[config.mk]
export PLATFORM = sky130hd
export DESIGN_NAME = lock_key_loader
export DESIGN_NICKNAME = d
export VERILOG_FILES = /design/src/rtl/lock_pkg.sv /design/src/rtl/key_shift_reg.sv /design/src/rtl/lock_key_loader.sv
export SDC_FILE = /design/constraint.sdc
export NUM_CORES = 1
export LEC_CHECK = 0
export CAP_MARGIN = 0
export CORE_ASPECT_RATIO = 1.75
export CORE_MARGIN = 2
export CORE_UTILIZATION = 55
export DETAILED_ROUTE_END_ITERATION = 10
export HOLD_SLACK_MARGIN = 0.02
export PLACE_DENSITY_LB_ADDON = 0.15
export SYNTH_ARGS = -nofsm -noshare
export SYNTH_HDL_FRONTEND = slang
export SYNTH_SLANG_ARGS = --single-unit
[constraint.sdc]
create_clock -name clk -period 1.9 [get_ports clk]
set_clock_uncertainty 0.05 [all_clocks]
set_input_delay 0.19 -clock clk [delete_from_list [all_inputs] [get_ports clk]]
set_output_delay 0.19 -clock clk [all_outputs]
set_load 0.01 [all_outputs]
[src/rtl/lock_pkg.sv]
// Shared types and defaults for the XOR-lock key loader.
// LOCK_KEY_PARITY_EN adds an even-parity bit to the serial frame.
package lock_pkg;

    typedef enum logic [2:0] {
        StIdle,
        StShift,
        StCheck,
        StCommit,
        StSettle
    } key_ld_state_t;

    localparam int unsigned LOCK_KEY_W      = 16;
    localparam int unsigned LOCK_SETTLE_CYC = 4;

`ifdef LOCK_KEY_PARITY_EN
    localparam bit LOCK_PAR_EN = 1'b1;
`else
    localparam bit LOCK_PAR_EN = 1'b0;
`endif

    function automatic int unsigned frame_len(input int unsigned key_w, input bit par_en);
        return par_en ? key_w + 1 : key_w;
    endfunction

endpackage

[src/rtl/key_shift_reg.sv]
// Shadow key register with saturating bit counter and running parity.
// Only the first KEY_W bits shift into the key; a parity bit only updates par.
module key_shift_reg #(
    parameter int unsigned KEY_W   = 16,
    parameter int unsigned FRAME_N = 16,
    parameter int unsigned CNT_W   = $clog2(KEY_W + 2)
) (
    input  logic             clk,
    input  logic             rst_n,
    input  logic             clr,
    input  logic             shift_en,
    input  logic             din,
    output logic [KEY_W-1:0] data,
    output logic [CNT_W-1:0] count,
    output logic             par
);

    localparam logic [CNT_W-1:0] FRAME_C = CNT_W'(FRAME_N);
    localparam logic [CNT_W-1:0] KEY_C   = CNT_W'(KEY_W);

    logic [KEY_W-1:0] r_data;
    logic [CNT_W-1:0] r_count;
    logic             r_par;

    always_ff @(posedge clk or negedge rst_n) begin
        if (!rst_n) begin
            r_data  <= '0;
            r_count <= '0;
            r_par   <= 1'b0;
        end else if (clr) begin
            r_data  <= '0;
            r_count <= '0;
            r_par   <= 1'b0;
        end else if (shift_en && (r_count != FRAME_C)) begin
            if (r_count < KEY_C) begin
                r_data <= {din, r_data[KEY_W-1:1]};
            end
            r_count <= r_count + 1'b1;
            r_par   <= r_par ^ din;
        end
    end

    assign data  = r_data;
    assign count = r_count;
    assign par   = r_par;

endmodule

[src/rtl/lock_key_loader.sv]
// Serial key loader: assembles a key, commits it atomically, then holds key_valid low to settle.
// Define LOCK_KEY_PARITY_EN to enable the even-parity frame bit and the err pulse.
module lock_key_loader
    import lock_pkg::*;
#(
    parameter int unsigned KEY_W      = LOCK_KEY_W,
    parameter int unsigned SETTLE_CYC = LOCK_SETTLE_CYC
) (
    input  logic             clk,
    input  logic             rst_n,
    input  logic             load_start,
    input  logic             load_abort,
    input  logic             sin_valid,
    input  logic             sin_data,
    output logic             sin_ready,
    output logic [KEY_W-1:0] key_out,
    output logic             key_valid,
    output logic             busy,
    output logic             err
);

    localparam int unsigned      FRAME_N     = frame_len(KEY_W, LOCK_PAR_EN);
    localparam int unsigned      CNT_W       = $clog2(KEY_W + 2);
    localparam logic [CNT_W-1:0] LAST_BIT    = CNT_W'(FRAME_N - 1);
    localparam logic [7:0]       SETTLE_INIT = 8'(SETTLE_CYC - 1);

    key_ld_state_t    r_state;
    key_ld_state_t    w_state_next;
    logic [KEY_W-1:0] r_key;
    logic             r_key_valid;
    logic [7:0]       r_settle;

    logic             w_clr;
    logic             w_shift_en;
    logic             w_par_ok;
    logic [KEY_W-1:0] w_data;
    logic [CNT_W-1:0] w_count;
    logic             w_par;

    key_shift_reg #(
        .KEY_W   (KEY_W),
        .FRAME_N (FRAME_N),
        .CNT_W   (CNT_W)
    ) u_shift (
        .clk      (clk),
        .rst_n    (rst_n),
        .clr      (w_clr),
        .shift_en (w_shift_en),
        .din      (sin_data),
        .data     (w_data),
        .count    (w_count),
        .par      (w_par)
    );

`ifdef LOCK_KEY_PARITY_EN
    assign w_par_ok = ~w_par;
    assign err      = (r_state == StCheck) && !w_par_ok;
`else
    logic w_unused_par;
    assign w_unused_par = w_par;
    assign w_par_ok     = 1'b1;
    assign err          = 1'b0;
`endif

    always_ff @(posedge clk or negedge rst_n) begin
        if (!rst_n) begin
            r_state <= StIdle;
        end else begin
            r_state <= w_state_next;
        end
    end

    always_comb begin
        w_state_next = r_state;
        w_clr        = 1'b0;
        w_shift_en   = 1'b0;
        unique case (r_state)
            StIdle: begin
                w_clr = 1'b1;
                if (load_start) begin
                    w_state_next = StShift;
                end
            end
            StShift: begin
                // Abort wins over a bit arriving in the same cycle.
                if (load_abort) begin
                    w_state_next = StIdle;
                end else if (sin_valid) begin
                    w_shift_en = 1'b1;
                    if (w_count == LAST_BIT) begin
                        w_state_next = StCheck;
                    end
                end
            end
            StCheck: begin
                w_state_next = w_par_ok ? StCommit : StIdle;
            end
            StCommit: begin
                w_state_next = StSettle;
            end
            StSettle: begin
                if (r_settle == 8'd0) begin
                    w_state_next = StIdle;
                end
            end
            default: begin
                w_state_next = StIdle;
            end
        endcase
    end

    always_ff @(posedge clk or negedge rst_n) begin
        if (!rst_n) begin
            r_key       <= '0;
            r_key_valid <= 1'b0;
            r_settle    <= 8'd0;
        end else if (r_state == StCommit) begin
            r_key       <= w_data;
            r_key_valid <= 1'b0;
            r_settle    <= SETTLE_INIT;
        end else if (r_state == StSettle) begin
            if (r_settle == 8'd0) begin
                r_key_valid <= 1'b1;
            end else begin
                r_settle <= r_settle - 8'd1;
            end
        end
    end

    assign sin_ready = (r_state == StShift);
    assign busy      = (r_state != StIdle);
    assign key_out   = r_key;
    assign key_valid = r_key_valid;

endmodule
---- After elaboration in Yosys (flattened, before gate mapping) ----
Index checks and enable logic that the tools add are counted.
word-level totals
  bits in registers ....................... 49
  input bits .............................. 6
  output and inout port bits .............. 20
cells by class
  add/sub/neg operators ................... 2
  magnitude comparators ................... 1
  eq/ne operators ......................... 11
  multiplexer cells ....................... 21
  reduce and logical (&&, ||, !) cells .... 12
operators with widths
  operator                                                                  count
  16-bit two-way mux                                                        3
  8-bit two-way mux                                                         3
  3-bit two-way mux                                                         5
  3-bit one-hot mux with 5 select lines                                     1
  5-bit two-way mux                                                         2
  8-bit logical NOT                                                         1
  2-bit nonzero test                                                        4
  8-bit by 1-bit subtractor with 8-bit output (second input constant)       1
  1-bit two-way mux                                                         7
  3-bit by 2-bit == test with 1-bit output (second input constant)          2
  2-bit AND reduction                                                       3
  5-bit by 1-bit adder with 5-bit output (second input constant)            1
  5-bit by 4-bit == test with 1-bit output (second input constant)          1
  5-bit less-than comparator (second input constant)                        1
  5-bit inequality test (second input constant)                             1
  2-bit inequality test (second input constant)                             2
  4-bit AND reduction                                                       1
  3-bit by 1-bit == test with 1-bit output (second input constant)          1
  3-bit == test (second input constant)                                     1
  3-bit logical NOT                                                         1
  3-bit by 2-bit inequality test with 1-bit output (second input constant)  1
  3-bit inequality test (second input constant)                             1
  3-bit nonzero test                                                        1
  2-bit by 1-bit inequality test with 1-bit output (second input constant)  1
  1-bit logical AND                                                         1

---- Longest topological paths before layout ----
  depth in word-level cells ............... 6
  gate-level depth with buffers ........... 6
  gate-level depth less buffers ........... 6

---- Modules after synthesis ----
From an unflattened synthesis, not the netlist that was laid out.
unflattened totals
  cells, all modules ...................... 254
  area, all modules ....................... 2324.7 sq um
modules (own cells, without submodules)
  module           times used  cells an instance  area an instance (sq um)  seq. area each (sq um)
  lock_key_loader  1           150                1348.8                    700.7
  key_shift_reg    1           104                975.9                     550.5

---- Least setup slack after synthesis ----
Ideal clock, no wire load.
  path kind ............................... register to register
  start ................................... register r_settle[0]
  end ..................................... register r_settle[0]
  arrival time ............................ 1479 ps
  path slack .............................. 292 ps
  stages on the path, launching flop included .. 6
  clock period less this slack ............ 1608 ps
  cells stage by stage .................... dfrtp_1 -> inv_1 -> ha_1 -> nor4b_1 -> a21o_1 -> mux2i_1
on the way
  word-level cells in the longest chain between the ends .. 4
  elaborated cells between the ends (all ways) .. 7
  those cells by class .................... add/sub (1); eq/ne (1); mux (3); reduce/logical (2)
RTL lines
  element                                      line                    source
  start: declaration                           lock_key_loader.sv:31   logic [7:0] r_settle;
  start signal: assignment                     lock_key_loader.sv:125  r_settle <= r_settle - 8'd1;
  8-bit by 1-bit subtractor with 8-bit output  lock_key_loader.sv:125
  8-bit two-way mux                            lock_key_loader.sv:122  if (r_settle == 8'd0) begin
  8-bit two-way mux                            lock_key_loader.sv:121  end else if (r_state == StSettle) begin
  8-bit two-way mux                            lock_key_loader.sv:117  end else if (r_state == StCommit) begin
Parallel ways exist; a longest one is shown, timed or not. The select of a mux whose other input is x is not followed.
A chain may end at the register's enable or synchronous reset.

---- Worst setup path in the final report ----
  start ................................... register r_state[1]
  end ..................................... output sin_ready
on the way
  word-level cells in the longest chain between the ends .. 1
RTL lines
  element                                   line                    source
  start: declaration                        lock_key_loader.sv:27   key_ld_state_t r_state;
  start signal: assignment                  lock_key_loader.sv:67   r_state <= StIdle;
  start signal: assignment                  lock_key_loader.sv:69   r_state <= w_state_next;
  3-bit by 1-bit == test with 1-bit output  lock_key_loader.sv:130  assign sin_ready = (r_state == StShift);
  end: declaration                          lock_key_loader.sv:15   output logic sin_ready,
No other way between the ends.

==> flow_metrics.py <==
metrics = {
    "timing": {
        "hold_viol": 0,
        "worst_pin_slew_ns": 0.619,
        "final_min_period_over_clock_period_pct": 94.0,
        "setup_slack_ns": 0.114,
        "finalSetupTns_ns": 0,
        "rsz_0062_raised_after_global_routing": "false",
        "slew-limit-headroom_pct": 58.4,
        "slew_violations": 0,
        "timing.final.crit_period_ns": 1.79,
        "setup_viol": 0,
        "max_freq_mhz": 560,
    },
    "floorplan": {
        "floorplan.die.height_um": 90.1,
        "floorplan.io_pins": 26,
        "floorplan.rows": 31,
        "die_w_um": 53.2,
        "fp.dieArea_um2": 4800,
        "core_area_um2": 4110,
        "initial_core_util_pct": 56.7,
    },
    "power_and_ir_drop": {
        "relative_contribution_of_the_clock_network_to_total_power_pct": 30.0,
        "internal-power_mw": 1.79,
        "switching_share_pct": 27.8,
        "power.switching_mw": 0.691,
        "power.share.sequential_pct": 49.2,
        "powerDensity_nw_per_um2": 890,
        "power.ir.vdd_worst_mv": 0.695,
        "power.leakage_nw": 1.42,
        "comb_power_share_pct": 20.7,
    },
    "synth": {
        "synthesis.area_um2": 2330,
        "number_of_unique_standard_cell_types_used_by_synthesis": 42,
        "number_of_synthesized_flops_with_an_enable_pin": 0,
        "synth-warning-count": 0,
        "synth.top_cells.by_area": "sky130_fd_sc_hd__dfrtp_1 53%, sky130_fd_sc_hd__nand2_1 12%, sky130_fd_sc_hd__mux2i_1 9.9%",
        "syn_avg_cell_area_um2": 10.0,
        "ys_dominant_reg_cell": "sky130_fd_sc_hd__dfrtp_1",
        "ys_seq_area_share_pct": 52.6,
        "number_of_standard_cells_after_synthesis": 233,
        "syn_nets": 244,
        "synthesized_flop_and_latch_total": 49,
        "asyncSetResetFlopFracSynth_pct": 100,
        "synthDominantAreaCellType": "sky130_fd_sc_hd__dfrtp_1",
        "synth_top_cell_area_share_pct": 52.6,
    },
    "clocking": {
        "clkTransAtPathRegs_ns": 0.09,
        "insertion_delay_ns": 0.31,
        "clkSinkCount": 49,
        "clock-root-buffer": "sky130_fd_sc_hd__clkbuf_8",
        "clock_path_buffers": 2,
        "clock_tree_from_tritoncts": "yes",
        "cts_max_level": 2,
        "cts_buffers": 5,
    },
    "final_layout": {
        "area.sequential_um2": 1230,
        "layout-drive-gt1-share_pct": 10.6,
        "final_net_count": 275,
        "n_antenna_cell": 0,
        "areaGrowthSynthToFinish_pct": 19.8,
        "multi_input_area_um2": 1000,
        "fill_cells": 341,
    },
    "drt": {
        "initialDrtViolationCount": 37,
        "drt.antenna.violating_nets": 0,
        "vias": 1727,
        "detail_route.wl_per_cell_um": 14.4,
        "drt_drc_violations_left": 0,
        "routed_length_on_met1_um": 1910,
        "post_drt_via_cell_ratio": 5.50,
        "dr_wl_met2_um": 2410,
        "dr_wl_met3_um": 113,
        "detail_route.first_pass.iterations": 4,
        "top_layer_used": "met4",
        "totalWireLength_um": 4510,
    },
    "grt": {
        "vias_in_the_first_global_route": 1763,
        "grt_max_degree": 29,
        "groute.usage.overall_pct": 22.1,
        "number_of_antenna_violations_at_the_first_check_in_global_routing": 0,
        "grt_pass1_wl_um": 7890,
        "overflow": 0,
    },
    "critical_path": {
        "critical_path_required_ns": 1.66,
        "critical_path.startpoint_type": "flop",
        "worst_r2r_startpoint": "r_state[0]$_DFFE_PN0P_",
        "worstSetupStartpoint": "r_state[1]$_DFFE_PN0P_",
        "worst_r2r_path_depth": 4,
        "crit_arrival_ns": 1.55,
        "worstSetupEndpointType": "output port",
        "path_class": "flop to output port",
        "timing.critical_path.fanout_max": 4,
    },
    "placed_design": {
        "dp_hpwl_um": 3050,
        "dp_worst_setup_slack_ns": 0.159,
        "final_gp_congestion": 0.774,
        "portBuffers": 24,
    },
    "status": {
        "status": "completed",
    },
    "run": {
        "max_cap_violations": 0,
    },
    "hold_path": {
        "path_category_of_the_worst_min_delay_check": "input pin to async pin",
    },
}
[power by group through the flow]
stage          sequential, mW  combinational (mW)  clock [mW]
2_1_floorplan            1.25               0.268           0
3_3_place_gp             1.25               0.500           0
3_5_place_dp             1.25               0.507           0
4_1_cts                  1.23               0.523       0.767
5_1_grt                  1.24               0.572       0.811
6_report                 1.22               0.515       0.747
[metal layers]
layer | vias to the layer above | GRT usage, %
li1 | 848 | -
met1 | 848 | 26.3
met2 | 25 | 37.8
met3 | 6 | 4.49
met4 | 0 | 7.91
met5 | - | 0
[synth_stat cells (all sizes together) (3+ instances only)]
library cell  count
mux2i            23
nor4b             3
nand2            74
buf               7
ha                5
clkbuf            6
nor2              5
nand4b            4
a21oi             5
o21ai             3
nand2b            3
inv               9
nand3             3
and3              3
nor3              3
dfrtp            49
[final timing paths]
check | to | slack [ns]
hold reg to reg | key_out[2]$_DFFE_PN0P_ | 0.42
min in group clk | u_shift.data[15]$_DFFE_PN0P_ | 0.36
max in group asynchronous | r_state[1]$_DFFE_PN0P_ | 0.94
setup / recovery | sin_ready | 0.11
hold / removal | u_shift.data[6]$_DFFE_PN0P_ | 0.33
setup reg to reg | r_settle[3]$_DFFE_PN0P_ | 0.19
[flip-flops by register name, summed over array words and instances, names as in the netlist]
name / flops
key_out: 16
key_valid: 1
r_state: 3
u_shift.data: 16
r_settle: 8
u_shift.count: 5
[critical path, stage by stage (launching register included)]
cell and delay (ns):
sky130_fd_sc_hd__dfrtp_2 0.43, sky130_fd_sc_hd__nor3b_1 0.23, sky130_fd_sc_hd__clkdlybuf4s50_1 0.58
[kinds of logic after synthesis]
family	after synthesis	share of synthesized area (%)
fa+ha+maj	5	2.68
flops	49	52.6
buf+inv	22	4.29
other cells	1	0.161
mux	23	9.88
simple gates	116	25.5
compound gates	17	4.88
[cell usage in the layout, fill, tap and decap left out, types with 3 or more instances in the layout]
cell                              netlist  layout
sky130_fd_sc_hd__buf_4                  1      11
sky130_fd_sc_hd__nand4b_1               4       4
sky130_fd_sc_hd__dfrtp_2                0       3
sky130_fd_sc_hd__nand2_1               74      74
sky130_fd_sc_hd__nand2b_1               3       3
sky130_fd_sc_hd__inv_1                  9       9
sky130_fd_sc_hd__ha_1                   5       5
sky130_fd_sc_hd__nor2_1                 5       5
sky130_fd_sc_hd__dfrtp_1               49      46
sky130_fd_sc_hd__mux2i_1               23      23
sky130_fd_sc_hd__a21oi_1                5       5
sky130_fd_sc_hd__clkbuf_8               0       5
sky130_fd_sc_hd__and3_1                 3       3
sky130_fd_sc_hd__clkdlybuf4s50_1        0      22
[timing repair]
action	in CTS	in global routing
endpoints found under the hold margin	21	0
resized for setup	3	1
setup endpoints to repair	2	1
setup buffers	5	0
pin swaps	0	0
hold buffers	1	0
[stage by stage]
step                      cells  power [mW]  hold slack (ns)  instance area [um^2]  util [%]
after detailed placement    300        1.76            0.140                  2630      63.9
after global placement      300        1.75            0.139                  2630      63.9
after floorplan             233        1.52           -0.156                  2330         -
after global routing        314        2.62            0.373                  2790      67.9
after CTS                   314        2.52            0.330                  2790      67.8
final                       314        2.49            0.331                  2790      67.9
[layout make-up]
cell class                      count  share of cell area (%)
Tap cell                           49                    2.20
Multi-Input combinational cell    162                    36.0
Timing Repair Buffer               37                    12.6
Inverter                            9                    1.21
Clock buffer                        6                    2.60
Sequential cell                    49                    44.1
Clock inverter                      2                    1.39
No activity file was read; power rests on OpenSTA's default activity.
